## src/rtl/uart_tx.sv

```systemverilog
// 8N1 UART transmitter (LSB first) fed by a byte FIFO; start bit leaves tx_o two cycles after a push into an idle, empty unit.
// Backpressure: ready_o = !full, with no dependence on valid_i; queued frames go out back-to-back with no idle gap.
module uart_tx #(
  parameter int CLKS_PER_BIT = 104,
  parameter int FIFO_DEPTH   = 4
) (
  input  logic       clk_i,
  input  logic       rstn_i,
  input  logic [7:0] data_i,
  input  logic       valid_i,
  output logic       ready_o,
  output logic       tx_o,
  output logic       busy_o
);

  localparam int AW = $clog2(FIFO_DEPTH);
  localparam int BW = $clog2(CLKS_PER_BIT);
  localparam logic [BW-1:0] BAUD_LAST = BW'(CLKS_PER_BIT - 1);
  localparam logic [AW:0]   FULL_CNT  = (AW+1)'(FIFO_DEPTH);

  typedef enum logic [1:0] {IDLE, START, DATA, STOP} state_t;

  logic [7:0]    mem [FIFO_DEPTH];
  logic [AW-1:0] wr_ptr, rd_ptr;
  logic [AW:0]   count;
  logic          full, empty, push, pop;

  state_t        state, state_nxt;
  logic [BW-1:0] baud, baud_nxt;
  logic [2:0]    bit_idx, bit_nxt;
  logic [7:0]    shift, shift_nxt;
  logic          tx_q, tx_nxt;
  logic          busy_q, busy_nxt;
  logic          baud_last;

  assign full    = (count == FULL_CNT);
  assign empty   = (count == '0);
  assign ready_o = ~full;
  // A full FIFO refuses the byte even when a pop frees a slot on the same edge.
  assign push    = valid_i & ~full;
  assign tx_o    = tx_q;
  assign busy_o  = busy_q;

  always_ff @(posedge clk_i or negedge rstn_i) begin
    if (!rstn_i) begin
      wr_ptr <= '0;
      rd_ptr <= '0;
      count  <= '0;
    end else begin
      if (push) wr_ptr <= wr_ptr + 1'b1;
      if (pop)  rd_ptr <= rd_ptr + 1'b1;
      case ({push, pop})
        2'b10:   count <= count + 1'b1;
        2'b01:   count <= count - 1'b1;
        default: count <= count;
      endcase
    end
  end

  always_ff @(posedge clk_i) begin
    if (push) mem[wr_ptr] <= data_i;
  end

  always_ff @(posedge clk_i or negedge rstn_i) begin
    if (!rstn_i) begin
      state   <= IDLE;
      baud    <= '0;
      bit_idx <= '0;
      shift   <= '0;
      tx_q    <= 1'b1;
      busy_q  <= 1'b0;
    end else begin
      state   <= state_nxt;
      baud    <= baud_nxt;
      bit_idx <= bit_nxt;
      shift   <= shift_nxt;
      tx_q    <= tx_nxt;
      busy_q  <= busy_nxt;
    end
  end

  assign baud_last = (baud == BAUD_LAST);

  always_comb begin
    state_nxt = state;
    baud_nxt  = baud;
    bit_nxt   = bit_idx;
    shift_nxt = shift;
    pop       = 1'b0;

    case (state)
      IDLE: begin
        if (!empty) begin
          pop       = 1'b1;
          shift_nxt = mem[rd_ptr];
          baud_nxt  = '0;
          state_nxt = START;
        end
      end
      START: begin
        if (baud_last) begin
          baud_nxt  = '0;
          bit_nxt   = '0;
          state_nxt = DATA;
        end else begin
          baud_nxt = baud + 1'b1;
        end
      end
      DATA: begin
        if (baud_last) begin
          baud_nxt  = '0;
          shift_nxt = {1'b0, shift[7:1]};
          if (bit_idx == 3'd7) state_nxt = STOP;
          else                 bit_nxt   = bit_idx + 1'b1;
        end else begin
          baud_nxt = baud + 1'b1;
        end
      end
      STOP: begin
        if (baud_last) begin
          baud_nxt = '0;
          // Chain straight into the next start bit so queued frames abut.
          if (!empty) begin
            pop       = 1'b1;
            shift_nxt = mem[rd_ptr];
            state_nxt = START;
          end else begin
            state_nxt = IDLE;
          end
        end else begin
          baud_nxt = baud + 1'b1;
        end
      end
      default: state_nxt = IDLE;
    endcase

    // The line lags the FSM by one register stage, so every bit keeps its full width.
    case (state)
      START:   tx_nxt = 1'b0;
      DATA:    tx_nxt = shift[0];
      default: tx_nxt = 1'b1;
    endcase

    busy_nxt = (state != IDLE) || !empty;
  end

endmodule
```

## config.mk

```make
export PLATFORM = sky130hd
export DESIGN_NAME = uart_tx
export DESIGN_NICKNAME = d
export VERILOG_FILES = /design/src/rtl/uart_tx.sv
export SDC_FILE = /design/constraint.sdc
export NUM_CORES = 1
export LEC_CHECK = 0
export CAP_MARGIN = 5
export CORE_MARGIN = 3
export CORE_UTILIZATION = 60
export DETAILED_ROUTE_END_ITERATION = 8
export DONT_BUFFER_PORTS = 1
export HOLD_SLACK_MARGIN = 0.08
export PLACE_DENSITY = 0.83
export SLEW_MARGIN = 20
export SYNTH_ARGS = -nofsm -noshare
export SYNTH_HDL_FRONTEND = slang
export SYNTH_SLANG_ARGS = --single-unit
```

## constraint.sdc

```tcl
create_clock -name clk_i -period 3.25 [get_ports clk_i]
set_input_delay 0.8125 -clock clk_i [delete_from_list [all_inputs] [get_ports clk_i]]
set_output_delay 0.8125 -clock clk_i [all_outputs]
set_load 0.01 [all_outputs]
```

# Word level (Yosys, flattened, before mapping)
# Memories as Yosys holds them, arrays and structs flattened.
# Cells that the tools add are included.
# op_classes
addsub,6
n_eq_ne,14
n_mux,25
bitwise_logic,2
n_reduce_logical,12
# op_table
operator,count
$mux 8,3
$pmux 8 s3,1
$mux 7,2
$pmux 7 s2,1
$ne 2x2->1 const B,6
$pmux 3 s2,2
$mux 2,5
$mux 3,3
$pmux 2 s4,1
$add 7x1->7 const B,1
$eq 7x7->1 const B,1
$add 3x1->3 const B,2
$eq 2x2->1 const B,3
$eq 3x3->1 const B,2
$reduce_bool 2->1,3
$mux 1,5
$reduce_and 5->1,1
$add 2x1->2 const B,2
$eq 2x1->1 const B,2
$pmux 1 s2,2
$reduce_and 4->1,1
$logic_not 3->1,1
$reduce_and 3->1,1
$reduce_bool 3->1,1
other kinds (7),7
# word_totals
register_bits,29
ram_bits,32
inputBits,11
output_inout_bits,3
word_cells,69
mem_count,1
# memory_table
name,depth,word_bits,read_ports,rd_ports_with_merged_regs,write_ports,line,text
mem,4,8,1,0,1,23,logic [7:0] mem [FIFO_DEPTH];

# Depth between registers and ports, before layout
# depth
depth_word,6
depth_mapped,11
mapped_depth_nobuf,10

# Worst setup path before layout
# No wires, ideal clock.
# synth_path
path_kind,reg-to-reg
startpoint,register baud[0]
endpoint,register count[2]
setup_ns,0.079
arrival_time_ns,2.148
required_ns,3.171
path_slack_ns,1.023
stages_incl_launch_ff,12
n_path_buf,1
period_less_slack_ns,2.227
cell_sequence,dfrtp_1 -> ha_1 -> and3_1 -> buf_2 -> and3_2 -> o21a_1 -> ha_1 -> inv_1 -> fa_1 -> xor2_1 -> nor2_1 -> xor2_1
# synth_via
elab_chain_cells,5
word_cells_on_any_way,7
classes_between,eq/ne: 3; mux: 3; reduce/logical: 1
# synth_rtl
element,line,text
from (decl),29,"logic [BW-1:0] baud, baud_nxt;"
from (signal assigned),74,baud <= baud_nxt;
$eq 7x7->1 *,82,assign baud_last = (baud == BAUD_LAST);
$mux 1 *,120,if (baud_last) begin
$pmux 1 s2 *,91,case (state)
named net pop,26,"logic full, empty, push, pop;"
$eq 2x1->1 or $eq 2x2->1 (tied branches),52,"case ({push, pop})"
$pmux 3 s2 or $reduce_bool 2->1 (tied branches),n/a,
to (signal assigned),53,2'b10: count <= count + 1'b1;
to (signal assigned),54,2'b01: count <= count - 1'b1;
to (signal assigned),55,default: count <= count;
to (decl),25,logic [AW:0] count;
# Mark *: on every way through the listed nets, which the timed path passes. The rest lies on a longest branch.
# A chain may end at the register's enable or synchronous reset.

# Worst setup path after layout
# Same ends and word-level chain as after synthesis.

==> impl_metrics.csv <==
group,metric,value,unit
floorplan,start_util,63.6,%
worst_setup_path,r2r_slack,0.79,ns
timing,max_slew_margin,63.2,%
yosys,synth-xor-area-share,2.48,%
timing,setup_slack,0.786,ns
route,route.detailed.drc,0,
worst_setup_path,reg2reg_to,"count[2]",
layout,drive_gt1_share,22.1,%
worst_setup_path,worstPathRequired,3.51,ns
layout,area_growth,8.19,%
yosys,synth_compound_area_share,6.55,%
clock_network,numCtsBuffers,9,
route,wl_per_cell,19.1,um
worst_setup_path,critPathLaunch,"baud[0]",
floorplan,dieWidth,74.6,um
timing,finalHoldViolations,0,
clock_network,clk_latency,0.34,ns
route,totalWireLength,4.79,mm
timing,rsz0062_at_grt,"false",
clock_network,cts_tree,"built",
route,vias_per_cell,6.18,
yosys,synth_edf_count,32,
worst_setup_path,rr_worst_depth,10,
worst_setup_path,worstSetupEndpointType,"register",
yosys,synth_cells,189,
placed_design,io_buffers,0,
floorplan,coreArea,0.00444,mm^2
clock_network,cts_buffer_depth,2,
worst_setup_path,critPathMaxFanout,7,
timing,setup_viol_count_final,0,
yosys,synth-simple-area-share,6.60,%
timing,slew_viol_final,0,
yosys,synthAdderAreaFrac,6.91,%
worst_setup_path,arrival,2.72,ns
yosys,syn_avg_cell_area,15.0,um^2
worst_setup_path,endpoint,"count[2]",
layout,fill_cells,293,
floorplan,die_height,74.6,um
route,drt_iter0_drc,89,
clock_network,cts_sinks,61,
run,cap_viol_max_count,0,
global_routing,antenna_found_initial,0,
timing,fin_crit_sh,75.8,%
clock_network,htree_num_levels,3,
yosys,yosys_warnings,0,
yosys,synth_top_family_by_area,"multiplexers",
global_routing,grtUsageTotal,20.2,%
placed_design,place.gp.congestion,0.808,
timing,layout_min_cycle_time,2.46,ns
layout,finish.instance_area,0.00306,mm^2
power_and_ir_drop,vdd_drop_max,0.599,mV
clock_network,cts_setup_buffers,0,
worst_setup_path,crit_type,"reg2reg",
worst_setup_path,crit_path_start_kind,"register",
yosys,synth_top_flop_cell,"edfxtp_1",
timing,tightest_slew,0.552,ns
placed_design,dpl_cell_area,0.00286,mm^2
route,ant_nets,0,
yosys,synthMuxAreaShare,14.9,%
clock_network,ctsResizeCount,0,
clock_network,hold_buffers,0,
route,dr.pass1.iters,4,
floorplan,row_count,24,
global_routing,grt_max_degree,30,
timing,fin_hold_ws,0.159,ns
layout,nets,220,
clock_network,clockRootBuffer,"clkbuf_8",
power_and_ir_drop,pwr_density_cell,970,mW/mm^2
run_status,outcome,"finished clean",
clock_network,cts.clk_slew.worst_paths,0.07,ns
yosys,async_flop_share,47.5,%
worst_setup_path,reg2reg_from,"baud[0]",
global_routing,grt_pass1_vias,1630,
yosys,synth_area,0.00283,mm^2
placed_design,dp_slack,0.812,ns
hold_path,min_path_type,"in2async",
yosys,seq_area_frac_synth,59.7,%
timing,fin_tns_setup,0,ns
layout,diodes,0,
global_routing,overflow,0,
timing,fin_skew,0.00598,ns
timing,max_freq,0.406,GHz
route,vias,1550,
yosys,yosys_register_bits,61,
floorplan,ios,14,
yosys,syn_nets,215,
layout,final_cell_mix,"edfxtp_1, dfrtp_1, ha_1",
yosys,yosysUniqueCellTypes,42,
floorplan,die_area,0.00557,mm^2
layout,fin_util,68.8,%
layout,layout_commonest_cell,"edfxtp_1",
placed_design,hpwl,3.32,mm
global_routing,grt_first_pass_wirelength,8.02,mm
power_and_ir_drop,leakage,1.25,nW
==> worst min-delay path by stage <==
stage               depth (start not counted)  endpoint      from  slack [ns]
finish                                      0  state[0]    rstn_i        0.16
CTS                                         0  state[0]    rstn_i        0.14
detailed placement                          2      tx_o  shift[0]        0.49
global placement                            1  count[2]  count[2]        0.48
floorplan                                   2      tx_o  shift[0]        0.46
global route                                0   baud[4]    rstn_i        0.13
==> stage by stage <==
stage	instances	power, mW
6_report	251	2.97
3_3_place_gp	235	2.22
4_1_cts	251	2.99
5_1_grt	251	3.16
2_1_floorplan	189	2.10
3_5_place_dp	235	2.29
==> critical path: stages, from the launching register on <==
cell and delay [ns]:
dfrtp_1 0.37, ha_1 0.23, and3_1 0.31, and3_2 0.23
o21a_1 0.16, ha_1 0.20, inv_1 0.06, fa_1 0.37
xor2_1 0.18, nor2_1 0.11, xor2_1 0.17
==> final cells by class <==
class / instances / area, um^2 / share of cell area (%)
inverters: 13 / 48.8 / 1.60
well taps: 52 / 65.1 / 2.13
clock inverters: 6 / 71.3 / 2.33
multi-input cells: 109 / 1060 / 34.6
clock buffers: 10 / 128 / 4.17
flip-flops and latches: 61 / 1690 / 55.2
==> cells in the mapped netlist, types with 2 or more instances <==
master / n / area, um^2
nand2_1: 4 / 15.0
nand3_1: 3 / 15.0
o211ai_1: 2 / 15.0
ha_1: 14 / 175
or2_2: 2 / 12.5
mux4_2: 8 / 180
dfrtp_1: 28 / 701
clkbuf_1: 3 / 11.3
nor2_1: 6 / 22.5
buf_2: 2 / 10.0
nor3_1: 2 / 10.0
and2_1: 2 / 12.5
a22oi_1: 3 / 22.5
a22o_1: 2 / 17.5
mux2_2: 8 / 90.1
inv_1: 13 / 48.8
xor2_1: 3 / 26.3
edfxtp_1: 32 / 961
mux2_4: 6 / 90.1
o21ai_0: 6 / 30.0
o2bb2ai_1: 3 / 26.3
mux2i_1: 6 / 60.1
and3_1: 6 / 37.5
a21oi_1: 3 / 15.0
xnor2_1: 5 / 43.8
==> power by group <==
| part | total, mW | switching (mW) | internal (mW) |
|---|---|---|---|
| clock | 0.671 | 0.311 | 0.360 |
| sequential | 1.26 | 0.197 | 1.07 |
| combinational | 1.03 | 0.479 | 0.551 |
==> layer usage <==
layer,track usage (%),share of wire (%),wire (um)
met5,0,0,0
met4,8.10,2.1,102
met1,25.9,42,2030
met3,8.54,5.3,256
met2,30.6,50,2390
==> registers in the layout (all words and copies together) (netlist names) <==
name     cells
baud         7
state        2
bit_idx      3
count        3
mem         32
tx_o         1
busy_o       1
wr_ptr       2
rd_ptr       2
shift        8
==> logic make-up (layout without fill, tap and decap cells) <==
kind of cell,after synthesis,in the layout
simple gates,32,32
fa+ha+maj,15,15
xor+xnor,8,8
mux,28,28
flops,61,61
buf+inv,19,29
compound gates,26,26
No activity file was read; power rests on OpenSTA's default activity.
